File: config.mk
export PLATFORM = sky130hd
export DESIGN_NAME = tx_iq_packer
export DESIGN_NICKNAME = d
export VERILOG_FILES = /design/src/rtl/tx_iq_packer.sv
export SDC_FILE = /design/constraint.sdc
export NUM_CORES = 1
export LEC_CHECK = 0
export ABC_CLOCK_PERIOD_IN_PS = 1470
export BUFFER_PORTS_ARGS = -buffer_cell sky130_fd_sc_hd__buf_2
export CAP_MARGIN = 20
export CORE_MARGIN = 2
export CORE_UTILIZATION = 30
export CTS_CLUSTER_DIAMETER = 60
export CTS_CLUSTER_SIZE = 10
export DETAILED_ROUTE_END_ITERATION = 8
export PLACE_DENSITY = 0.59
export SYNTH_ARGS = -nofsm -noshare
export SYNTH_HDL_FRONTEND = slang
export SYNTH_SLANG_ARGS = --single-unit
File: constraint.sdc
create_clock -name clk -period 1.47 [get_ports clk]
set_input_delay 0.147 -clock clk [delete_from_list [all_inputs] [get_ports clk]]
set_output_delay 0.147 -clock clk [all_outputs]
set_load 0.02 [all_outputs]
File: src/rtl/tx_iq_packer.sv
// Serialises 32-bit TX IQ words into four bytes for the DSIQ FIFO.
// A one-word hold register absorbs a strobe that arrives while a word is still going out.
module tx_iq_packer #(
    parameter int LEVEL_W    = 14,
    parameter int HIGH_WATER = 15360
) (
    input  logic               clk,
    input  logic               rst,
    input  logic [31:0]        word_tdata,
    input  logic               word_tvalid,
    input  logic               enable,
    input  logic               clear_status,
    output logic [8:0]         fifo_tdata,
    output logic               fifo_tvalid,
    input  logic               fifo_tready,
    output logic               fifo_tlast,
    input  logic [LEVEL_W-1:0] fifo_level,
    output logic               tx_allow,
    output logic [15:0]        overflow_cnt
);

    typedef enum logic [2:0] {
        IDLE,
        B3,
        B2,
        B1,
        B0
    } state_t;

    localparam logic [LEVEL_W-1:0] HIGH_LEVEL = LEVEL_W'(HIGH_WATER);

    state_t      state;
    state_t      state_next;
    logic [31:0] shift_reg;
    logic [31:0] hold_reg;
    logic        hold_valid;

    logic busy;
    logic accept;
    logic end_word;
    logic load_new;
    logic load_held;
    logic shift_en;
    logic hold_set;
    logic hold_clr;
    logic drop;

    assign busy     = (state != IDLE);
    assign accept   = enable && word_tvalid;
    assign end_word = (state == B0) && fifo_tready;

    always_ff @(posedge clk) begin
        if (rst) begin
            state <= IDLE;
        end else begin
            state <= state_next;
        end
    end

    always_comb begin
        state_next = state;
        load_new   = 1'b0;
        load_held  = 1'b0;
        shift_en   = 1'b0;
        hold_set   = 1'b0;
        hold_clr   = 1'b0;
        drop       = 1'b0;

        case (state)
            IDLE: begin
                if (accept) begin
                    load_new   = 1'b1;
                    state_next = B3;
                end
            end
            B3: begin
                if (fifo_tready) begin
                    shift_en   = 1'b1;
                    state_next = B2;
                end
            end
            B2: begin
                if (fifo_tready) begin
                    shift_en   = 1'b1;
                    state_next = B1;
                end
            end
            B1: begin
                if (fifo_tready) begin
                    shift_en   = 1'b1;
                    state_next = B0;
                end
            end
            B0: begin
                if (fifo_tready) begin
                    shift_en = 1'b1;
                    // With the gate closed the finished word is the last one; anything held is abandoned.
                    if (!enable) begin
                        hold_clr   = 1'b1;
                        state_next = IDLE;
                    end else if (hold_valid) begin
                        load_held  = 1'b1;
                        hold_clr   = 1'b1;
                        state_next = B3;
                    end else if (word_tvalid) begin
                        load_new   = 1'b1;
                        state_next = B3;
                    end else begin
                        state_next = IDLE;
                    end
                end
            end
            default: state_next = IDLE;
        endcase

        // A strobe while busy goes to the hold register, unless the closing B0 handshake takes it directly.
        if (busy && accept) begin
            if (hold_valid) begin
                drop = 1'b1;
            end else if (!end_word) begin
                hold_set = 1'b1;
            end
        end
    end

    assign fifo_tvalid = busy;
    assign fifo_tlast  = (state == B0);
    assign fifo_tdata  = busy ? {1'b0, shift_reg[31:24]} : 9'd0;

    always_ff @(posedge clk) begin
        if (rst) begin
            shift_reg    <= 32'd0;
            hold_reg     <= 32'd0;
            hold_valid   <= 1'b0;
            overflow_cnt <= 16'd0;
            tx_allow     <= 1'b0;
        end else begin
            if (load_new) begin
                shift_reg <= word_tdata;
            end else if (load_held) begin
                shift_reg <= hold_reg;
            end else if (shift_en) begin
                shift_reg <= {shift_reg[23:0], 8'h00};
            end

            if (hold_set) begin
                hold_reg   <= word_tdata;
                hold_valid <= 1'b1;
            end else if (hold_clr) begin
                hold_valid <= 1'b0;
            end

            if (clear_status) begin
                overflow_cnt <= 16'd0;
            end else if (drop && (overflow_cnt != 16'hFFFF)) begin
                overflow_cnt <= overflow_cnt + 16'd1;
            end

            tx_allow <= (fifo_level < HIGH_LEVEL) && !hold_valid;
        end
    end

endmodule

==> impl_metrics.toml <==
[global_routing]
track_usage_pct = 16.3
grt_pass1_wl_mm = 18.7
grt_max_degree = 25
overflow = 0
antenna_found_initial = 0
first_global_vias = 3793

[setup_path]
start_kind = "register"
crit_required_ns = 1.69
cp_data_arrival_time_ns = 1.81
r2r_cells = 6
crit_fanout = 6
critical_path.endpoint_type = "register"
critical_path_class = "reg -> reg"
r2r_slack_ns = -0.11
worstReg2RegEnd = "shift_reg[23]"
r2r_start = "state[0]"

[pwr]
p_int_mw = 4.43
p_sw_share_pct = 29.1
p_leak_nw = 2.39
p_comb_share_pct = 24.4
vdd_drop_max_uv = 592
clkPwrFrac_pct = 33.8
seqPwrFrac_pct = 41.8
power_density_mw_per_mm2 = 1070
power_switching_mw = 1.82

[synthesis]
ys_seq_elements = 85
syn-cell-area_sq_mm = 0.00404
synthDistinctLibCells = 49
synthDominantCellAreaShare_pct = 42.1
yosysWarnings = 0
syn_inst = 496
synth-edff-count = 0
avgSynthCellArea_sq_um = 8.15
synth_most_common_cell = "dfxtp_1"
ys_async_sr_fraction_pct = 0
synthTopCellsByCount = "dfxtp_1, nand2_1, a21oi_1"
yosysSeqAreaShare_pct = 42.1
ys.flop_type = "dfxtp_1"
synth_nets = 549
synth_area_leaders = "dfxtp_1, nand2_1, a21oi_1"
synth_largest_area_cell = "dfxtp_1"

[floorplanning]
fp.dieW_microns = 120
die_h_microns = 120
design.die.area_sq_mm = 0.0144
top_level_ports = 80
core_sq_mm = 0.0132
row_count = 42
initial_core_util_pct = 30.6

[detailed_routing]
viasPerCell = 5.24
drtIter0Drc = 199
routed_wl_mm = 12.7
drc = 0
num_vias = 4157
post_drt_wl_per_cell_microns = 16.0
dr.pass1.iters = 5
ant_nets = 0

[sta]
period_minus_slack_ns = 1.58
hold_violations = 0
worst_slack_ns = -0.113
timing.hold.ws_ns = 0.0517
rsz0062_at_grt = "true"
drv_slew = 0
fin_skew_ns = 0.0119
final_min_period_over_clock_period_pct = 108
setup_violations = 56
fmax_ghz = 0.632

[placed_design]
gp_congestion = 0.869
hpwl_mm = 7.81
portBuffers = 68
place_inst = 756

[clocking]
clock-sinks = 85
htree_levels = 3
path_clk_slew_ns = 0.06
cts_root_buffer = "clkbuf_16"
insertion_delay_ns = 0.34
numCtsBuffers = 9
cts_tree = "yes"
cts_buffer_depth = 2

[outcome]
status = "finished, violations left"
violations = "negative setup slack"

[layout]
synthToLayoutAreaGrowth_pct = 43.8
antennaDiodeCount = 0
nets = 666
stdcell_count = 794
drive_gt1_share_pct = 38.3

[hold_path]
holdPathStages = 3
hold_class = "in -> reg"
worstHoldEndpoint = "hold_reg[25]"
min-delay-start = "word_tdata[25]"

[job]
drv_cap = 0
==> worst max-delay path, cell delays in order (launching register included) <==
cell and delay [ns]:
dfxtp_4 0.36, buf_4 0.14, or2_4 0.25, a211o_1 0.29, nand2b_4 0.15, clkbuf_16 0.17
o32ai_1 0.09
==> metrics by stage <==
step | utilization [%] | TNS, ns | power, mW | instance area (sq um) | setup slack (ns)
after global routing | 44.0 | -7.40 | 6.51 | 5810 | -0.184
after global placement | 37.4 | -3.16 | 3.70 | 4930 | -0.116
after detailed placement | 37.4 | -4.11 | 3.72 | 4930 | -0.122
final | 44.0 | -3.38 | 6.24 | 5810 | -0.113
after floorplan | - | -0.0152 | 3.31 | 4110 | -0.0144
after CTS | 41.1 | -2.64 | 6.02 | 5420 | -0.0915
==> power by group through the flow <==
stage                     sequential (mW)  clock (mW)  combinational [mW]
after CTS                            2.61        2.15                1.26
after global routing                 2.62        2.24                1.64
after floorplan                      2.61           0               0.705
final                                2.61        2.11                1.53
after global placement               2.64           0                1.06
after detailed placement             2.65           0                1.08
==> layer usage <==
metal / wire (microns) / up-vias / GRT usage (%) / share of wire (%)
met5: 0 / - / 0 / 0
met4: 153 / 0 / 6.10 / 1.2
met3: 751 / 13 / 3.94 / 5.9
met2: 6130 / 132 / 26.4 / 48
met1: 5670 / 1987 / 21.0 / 45
li1: - / 2025 / - / -
==> area by class of cell <==
class	instances	area [sq um]
Fill cell	1284	7380
Multi-Input combinational cell	341	2250
Sequential cell	85	1740
Timing Repair Buffer	148	1220
Clock buffer	13	250
Tap cell	176	220
Inverter	28	105
Clock inverter	3	18.8
==> layout by cell type (no fill, tap or decap), types with 4 or more instances in the layout <==
cell type	netlist	layout
buf_2	18	58
a211oi_2	1	5
nand3_2	0	6
nor2_1	30	30
and2_4	0	8
a21oi_1	53	49
a211oi_1	26	21
nand3_1	17	9
dfxtp_1	85	65
a21oi_2	0	4
dfxtp_2	0	13
and4_1	7	6
nand2_1	74	73
nand4_1	7	7
buf_6	5	21
o32ai_2	0	4
clkbuf_16	0	13
inv_1	27	27
a22oi_1	8	8
dfxtp_4	0	7
o32ai_1	25	21
buf_4	3	54
and3_1	28	26
buf_12	0	7
o31ai_1	7	6
==> repair_timing <==
action / CTS / global route
buffers inserted: 4 / 7
hold buffers: 0 / 0
setup endpoints to repair: 84 / 89
pin swaps: 15 / 19
gates cloned: 3 / 8
gates resized for setup: 49 / 47
==> worst max-delay path by stage <==
stage | endpoint | depth (start not counted) | slack, ns | start
2_1_floorplan | overflow_cnt[6] | 6 | -0.01 | overflow_cnt[1]
3_3_place_gp | shift_reg[31] | 5 | -0.12 | hold_valid
3_5_place_dp | shift_reg[31] | 5 | -0.12 | hold_valid
4_1_cts | overflow_cnt[11] | 7 | -0.09 | state[0]
5_1_grt | overflow_cnt[13] | 6 | -0.18 | state[0]
6_report | shift_reg[23] | 6 | -0.11 | state[0]
==> cells by family (layout without fill, tap and decap cells) <==
group           Yosys count  after routing  share of synthesized area, %
flops                    85             85                          42.1
simple gates            200            200                          25.4
fa+ha+maj                 1              1                         0.310
buf+inv                  70            192                          8.33
other cells               1              1                        0.0928
mux                       1              1                         0.248
compound gates          137            137                          23.3
xor+xnor                  1              1                         0.217
Note: power is estimated with default switching activity, not from simulation.
